==> src/rtl/simple2_pipe.sv <==
// simple2_pipe: three-stage valid/ready pipeline computing a NAND/NOR/XOR function of two operands.
module simple2_pipe #(
   parameter int WIDTH = 8,
   parameter int MODE  = 0,
   parameter int CNT_W = 8
) (
   input  logic             iccad_clk,
   input  logic             iccad_rst,
   input  logic [WIDTH-1:0] inp1,
   input  logic [WIDTH-1:0] inp2,
   input  logic             in_valid,
   output logic             in_ready,
   output logic [WIDTH-1:0] out,
   output logic             out_valid,
   input  logic             out_ready,
   output logic [CNT_W-1:0] res_cnt
);
   logic             v1, v2, adv1, adv2, adv3;
   logic [WIDTH-1:0] n1, a, res, fb, res_nx;
   // a stage may advance when it is empty or the stage below advances
   always_comb begin
      adv3   = !out_valid || out_ready;
      adv2   = !v2 || adv3;
      adv1   = !v1 || adv2;
      res_nx = ~(n1 | (MODE == 1 ? fb : a)) ^ n1;
   end
   assign in_ready = adv1;
   always_ff @(posedge iccad_clk) begin
      if (iccad_rst) begin
         v1        <= 1'b0;
         v2        <= 1'b0;
         out_valid <= 1'b0;
         out       <= '0;
         n1        <= '0;
         a         <= '0;
         res       <= '0;
         fb        <= '0;
         res_cnt   <= '0;
      end else begin
         if (out_valid && out_ready) res_cnt <= res_cnt + 1'b1;
         if (adv3) begin
            out_valid <= v2;
            if (v2) out <= res;
         end
         if (adv2) begin
            v2 <= v1;
            if (v1) begin
               res <= res_nx;
               if (MODE == 1) fb <= res_nx;
            end
         end
         if (adv1) begin
            v1 <= in_valid;
            if (in_valid) begin
               n1 <= ~(inp1 & inp2);
               a  <= inp1;
            end
         end
      end
   end
endmodule

==> config.mk <==
export PLATFORM = sky130hd
export DESIGN_NAME = simple2_pipe
export DESIGN_NICKNAME = d
export VERILOG_FILES = /design/src/rtl/simple2_pipe.sv
export SDC_FILE = /design/constraint.sdc
export NUM_CORES = 1
export LEC_CHECK = 0
export ABC_AREA = 1
export BUFFER_PORTS_ARGS = -buffer_cell sky130_fd_sc_hd__clkbuf_2
export CORE_UTILIZATION = 25
export CTS_BUF_LIST = sky130_fd_sc_hd__clkbuf_4 sky130_fd_sc_hd__clkbuf_8
export DETAILED_ROUTE_END_ITERATION = 12
export MAX_ROUTING_LAYER = met4
export PLACE_DENSITY = 0.52
export REMOVE_ABC_BUFFERS = 1
export SLEW_MARGIN = 5
export SYNTH_ARGS = -nofsm -noshare
export SYNTH_HDL_FRONTEND = slang
export SYNTH_SLANG_ARGS = --single-unit
==> constraint.sdc <==
create_clock -name iccad_clk -period 1.5 [get_ports iccad_clk]
set_input_delay 0.075 -clock iccad_clk [delete_from_list [all_inputs] [get_ports iccad_clk]]
set_output_delay 0.075 -clock iccad_clk [all_outputs]
set_load 0.005 [all_outputs]
==> impl_results.md, run 1 <==
* Status: complete, no violations
* Worst hold stages at 3
* Antenna Nets Post-Route at 0
* CTS sink cnt at 43
* Relative slew slack at 0.752
* Share of layout cells above drive strength 1 at 0.255
* Postcts setup bufs at 0
* First-pass GRT wire length at approximately 6000 um
* DRC Markers at 0
* Distinct cells, synth at 19
* Combinational Power Share at 0.087
* Chip width at between 80 and 90 um
* Row count at 30
* Yosys reg bits at 43
* Area Growth Syn to Fin at 22.1%
* Avg Inst Size Synth at 7.62 um2
* Post-CTS Resized at 0
* Internal power at 1.82 mW
* Hold/Removal Path Class: input port to flip-flop
* Cell Area, Synth at between 0.0015 and 0.002 mm2
* P_sw at about 540 uW
* Crit. End Element: output port
* Reg power frac at 0.522
* Top-count cell post-synth: dfxtp_1
* Finished Core Util at 0.319
* Initial core utilization at 0.261
* Crit path DAT at between 1000 and 1500 ps
* Crit path launch type: flip-flop
* Fillers at around 760
* Final WL at between 3000 and 4000 um
* Min-Delay Endpoint: a[1]
* Clock transition at the registers of the reported paths at roughly 80 ps
* Sw Ratio at 0.227
* Clk_lat worst skew at around 300 ps
* Std-Cell Core Area at between 0.006 and 0.007 mm2
* Vias at about 1500
* Fmax at approximately 720 MHz
* DP Wirelength at approximately 2600 um
* TritonCTS clock tree: yes
* H-tree levels at 2
* Ant. Diodes at 0
* Die area at between 0.007 and 0.008 mm2
* Post-route non-filler standard cell count at 370
* FF-to-FF setup slack at ~200 ps
* Asr flop ratio synth at 0
* Post-CTS Hold Buffers at 0
* I/O pin cnt at 38
* Fin nets at approximately 290
* Primary FF master, synth: dfxtp_1
* TritonCTS Buffers at 5
* Largest net degree at the start of global routing at 20
* Final Cycle Share at 0.922
* CP Max Fanout at 14
* CTS max path bufs at 2
* Routability congestion estimate at about 0.74
* Yosys top cell area share at 0.483
* Number of flops mapped to enable cells by yosys at 0
* Setup CP Type: flip-flop to output port
* TritonRoute pass-1 iters at 4
* Inst Count DP at between 300 and 400
* Reg-to-Reg Start: out_valid
* R2R cell count at 5
* Post-synthesis sequential area ratio at 0.483
* Post-Syn Instances at between 200 and 250
* Unrepaired setup endpoints after global routing: false
* Pleak at about 0.95 nW
* R2r endpoint: res[1]
* Most frequent cells after synthesis: dfxtp_1, nand2_1, nor2_1
* Vias in the first global route at 1311
* Port Buffers at 37
* Gr ovfl total at 0
* Clock power share at 0.391
* CTS root buf: clkbuf_8
* Setup TNS at 0 ps
* Final setup violation count at 0
* Multi-input gate area at about 780 um2
* Max Cap Viol at 0
* Synth area leaders: dfxtp_1, nand2_1, nor2_1
* DRT iter0 DRCs at 48
* FF/Latch Area at 861 um2
* Max VDD drop at about 0.00036 V
* WP data required at 1420 ps
* Global-route usage over all layers at 0.106
* Max Slew Vio Count at 0
* Vias/cell at around 4.1
* Initial antenna violation count at 0
* Post-synth top area cell: dfxtp_1
* Min cycle time layout at approximately 1400 ps
* Hold Fails Final Rpt at 0
* WL/cell at between 9 and 10 um
* Synth warn at 0
* Worst hold start: inp1[1]
* Clock Skew at slightly above 10 ps
* PwrDens at approximately 1100 mW/mm2
* Die height at 86.5 um
* Tightest Pin Transition at roughly 370 ps
power groups by stage:
stage / Clock [mW] / Sequential [mW] / Combinational [mW]
2_1_floorplan: 0 / 1.25 / 0.122
5_1_grt: 1.01 / 1.24 / 0.239
3_3_place_gp: 0 / 1.26 / 0.208
3_5_place_dp: 0 / 1.26 / 0.210
4_1_cts: 0.966 / 1.23 / 0.210
6_report: 0.923 / 1.23 / 0.206
final cells by class:
cell class	instances	share of cell area
timing repair buffer	40	0.0954
tap	96	0.0552
multi-input combinational	159	0.359
sequential	43	0.395
inverter	24	0.0414
clock buffer	6	0.0379
clock inverter	2	0.0161
cell usage in the layout, fill, tap and decap left out, types with 3 or more instances in the layout:
cell,synthesis,layout
o21ai_0,19,19
nand2_2,9,9
nand3_1,20,20
nand2_1,40,40
clkbuf_8,0,6
nand4_1,3,3
a21oi_1,14,14
dfxtp_1,43,43
nor2_1,40,40
inv_1,24,24
buf_4,0,3
clkbuf_2,0,37
a21oi_2,9,9
layer usage:
layer  up-vias  wire, um  global-route usage  part of all wire
li1        829         -                   -                 -
met1       653      1840               0.137              0.52
met2        39      1440               0.155              0.41
met3         6       168              0.0295             0.048
met4         0        63              0.0455             0.018
met5         -         0                   -                 0
worst max-delay path, cell delays in order, from the launching register on:
cell	delay, ps
dfxtp_1	470
nand4_4	190
buf_4	230
clkbuf_2	120
registers in the layout (all words and copies together), names as in the netlist:
register	count
n1	8
res	8
v2	1
res_cnt	8
a	8
out_valid	1
out	8
v1	1
worst max path at each step:
stage / endpoint / slack, ps / from
after floorplan: a[6] / 310 / out_valid
after global placement: out[5] / 240 / out_valid
after detailed placement: out[1] / 220 / out_valid
after CTS: in_ready / 100 / out_valid
after global routing: in_ready / 20 / out_valid
final: in_ready / 120 / out_valid
cells by family after synthesis:
| kind of cell | count (synthesis) | synth area share |
|---|---|---|
| buffers and inverters | 32 | 0.0793 |
| AND/OR/NAND/NOR | 116 | 0.294 |
| flip-flops | 43 | 0.483 |
| adder cells (fa/ha/maj) | 1 | 0.00702 |
| AO/OA/AOI/OAI | 42 | 0.137 |
per-stage QoR:
step	hold slack (ps)	power [mW]	cell area (um2)	setup WS, ps
after global placement	358	1.47	2060	236
final	41.3	2.36	2180	117
after detailed placement	361	1.47	2060	219
after global routing	41.9	2.49	2180	20.9
after floorplan	137	1.38	1730	308
after CTS	30.2	2.41	2180	96.8
Note: power is estimated with default switching activity, not from simulation.
==> run 2: changes to the inputs <==
--- a/config.mk
+++ b/config.mk
@@ -7,11 +7,13 @@
 export LEC_CHECK = 0
 export ABC_AREA = 1
 export BUFFER_PORTS_ARGS = -buffer_cell sky130_fd_sc_hd__clkbuf_2
+export CELL_PAD_IN_SITES_DETAIL_PLACEMENT = 0
+export CELL_PAD_IN_SITES_GLOBAL_PLACEMENT = 1
 export CORE_UTILIZATION = 25
 export CTS_BUF_LIST = sky130_fd_sc_hd__clkbuf_4 sky130_fd_sc_hd__clkbuf_8
 export DETAILED_ROUTE_END_ITERATION = 12
 export MAX_ROUTING_LAYER = met4
-export PLACE_DENSITY = 0.52
+export PLACE_DENSITY = 0.64
 export REMOVE_ABC_BUFFERS = 1
 export SLEW_MARGIN = 5
 export SYNTH_ARGS = -nofsm -noshare
==> run 2 against run 1 <==
Final area is 0.17% lower. Sequential power hardly changed. Clock-buffer cell count stayed put. Non-clock buffer count is 2 higher. Sequential share of layout area is 0.068 points higher. Clock skew is 1.3 ps higher. Power is 5.1% lower. Cell count is 0.54% higher. Largest cell class unchanged. Largest power group unchanged.
==> impl_results.md, run 2 (same netlist as run 1, synthesis figures left out) <==
* Die area at 0.00747 mm2 (unchanged)
* DP Wirelength at 2630 um (+0.16%)
* Row count at 30 (unchanged)
* PwrDens at 1030 mW/mm2 (-5.0%)
* Largest net degree at the start of global routing at 25 (+25%)
* Unrepaired setup endpoints after global routing: false
* Vias at 1491 (-2.4%)
* Final setup violation count at 0 (unchanged)
* I/O pin cnt at 38 (unchanged)
* CP Cell Sequence: nand4_4, buf_4, clkbuf_2
* Post-CTS Hold Buffers at 0 (unchanged)
* Clk_lat worst skew at 300 ps (about the same)
* Pleak at 0.940 nW (-0.53%)
* Routability congestion estimate at 0.689 (-7.4%)
* Crit path DAT at 1280 ps (-30 ps)
* Hold Fails Final Rpt at 0 (unchanged)
* Most frequent cells in the layout: dfxtp_1, nand2_1, nor2_1
* Final Cycle Share at 0.903 (-0.0187)
* Ant. Diodes at 0 (unchanged)
* Finished Core Util at 0.318 (-0.000549)
* First-pass GRT wire length at 6260 um (+4.1%)
* TritonRoute pass-1 iters at 4 (unchanged)
* DRC Markers at 0 (unchanged)
* Fmax at 738 MHz (+2.1%)
* Setup CP Type: flip-flop to output port
* Fin nets at 296 (+0.68%)
* Gr ovfl total at 0 (unchanged)
* Final cell area excluding filler cells at 0.00217 mm2 (-0.17%)
* Crit. End Element: output port
* Chip width at 86.5 um (unchanged)
* TritonCTS clock tree: yes
* TritonCTS Buffers at 5 (unchanged)
* Crit path launch type: flip-flop
* Max VDD drop at 0.000463 V (+30%)
* Initial core utilization at 0.261 (unchanged)
* Relative slew slack at 0.747 (-0.00533)
* DRT iter0 DRCs at 68 (+42%)
* Std-Cell Core Area at 0.00683 mm2 (unchanged)
* Hold/Removal Path Class: input port to flip-flop
* CTS root buf: clkbuf_8
* Final WL at 3710 um (+5.8%)
* DP Area at 0.00207 mm2 (+0.73%)
* CTS max path bufs at 2 (unchanged)
* Slowest library cell on the worst path: dfxtp_1
* Initial antenna violation count at 0 (unchanged)
* Die height at 86.5 um (unchanged)
* H-tree levels at 2 (unchanged)
* Share of layout cells above drive strength 1 at 0.261 (+0.00540)
* Antenna Nets Post-Route at 0 (unchanged)
* CP Max Fanout at 17 (+3)
* Setup TNS at 0 ps (unchanged)
* Most common cell after layout, fill and taps aside: dfxtp_1
* Crit path max-delay family: flip-flops
* WL/cell at 9.97 um (+5.2%)
* Port Buffers at 37 (unchanged)
* Global-route usage over all layers at 0.111 (+0.00474)
* Clock Skew at 11.5 ps (+1.34 ps)
* Tightest Pin Transition at 380 ps (+8.00 ps)
* Vias in the first global route at 1407 (+7.3%)
* WP data required at 1420 ps (about the same)
* Worst path bufs/invs at 2 (unchanged)
* Min cycle time layout at 1360 ps (-28.1 ps)
* Status: complete, no violations
* Max incr delay on CP at 480 ps (about the same)
* Clock transition at the registers of the reported paths at 90 ps (about the same)
* Post-CTS Resized at 0 (unchanged)
* Max Slew Vio Count at 0 (unchanged)
* Vias/cell at 4.01 (-2.9%)
* Area Growth Syn to Fin at 21.9%
* Postcts setup bufs at 0 (unchanged)
* CTS sink cnt at 43 (unchanged)
* Max Cap Viol at 0 (unchanged)
## run 2: cell count changes in the layout (fill, tap and decap cells not counted)
cell,previous run,this run
buf_4,3,5
bufinv_16,1,0
clkinv_2,1,0
clkinv_4,0,1
clkinvlp_4,0,1
## run 2: final timing paths
path,endpoint,start,cells after the start,slack (ps)
worst max-delay path,in_ready,out_valid,3,140
worst min-delay path,a[6],inp1[6],3,30
worst min register to register,n1[0],n1[0],2,460
worst max register to register,res_cnt[6],out_valid,5,280
## run 2: area by class of cell
type                            count  area, um2
Fill cell                         791       4660
Sequential cell                    43        861
Multi-Input combinational cell    159        781
Timing Repair Buffer               42        223
Tap cell                           96        120
Inverter                           24       90.1
Clock buffer                        6       82.6
Clock inverter                      2       16.3
## run 2: worst register-to-register path: stages, from the launching register on
cell	delay, ps
dfxtp_1	480
nand2_1	190
nor3_2	240
nand3_1	100
nand2_1	70
nor2_1	40
## run 2: report_power, final
group / switching (mW) / leakage [nW] / internal (mW)
clock network: 0.421 / 0.0474 / 0.376
registers: 0.0336 / 0.353 / 1.20
logic: 0.120 / 0.540 / 0.0904
## run 2: metal layers
| layer | wire length (um) | GRT usage |
|---|---|---|
| met5 | 0 | - |
| met1 | 1910 | 0.136 |
| met3 | 194 | 0.0286 |
| met2 | 1530 | 0.169 |
| met4 | 74 | 0.0545 |
## run 2: through the flow
stage | hold WS (ps) | power (mW) | cells | setup slack, ps
floorplan | 137 | 1.38 | 226 | 308
global placement | 350 | 1.47 | 364 | 319
detailed placement | 357 | 1.47 | 364 | 283
CTS | 29.1 | 2.27 | 372 | 130
global route | 29.9 | 2.36 | 372 | 71.5
finish | 31.4 | 2.24 | 372 | 145
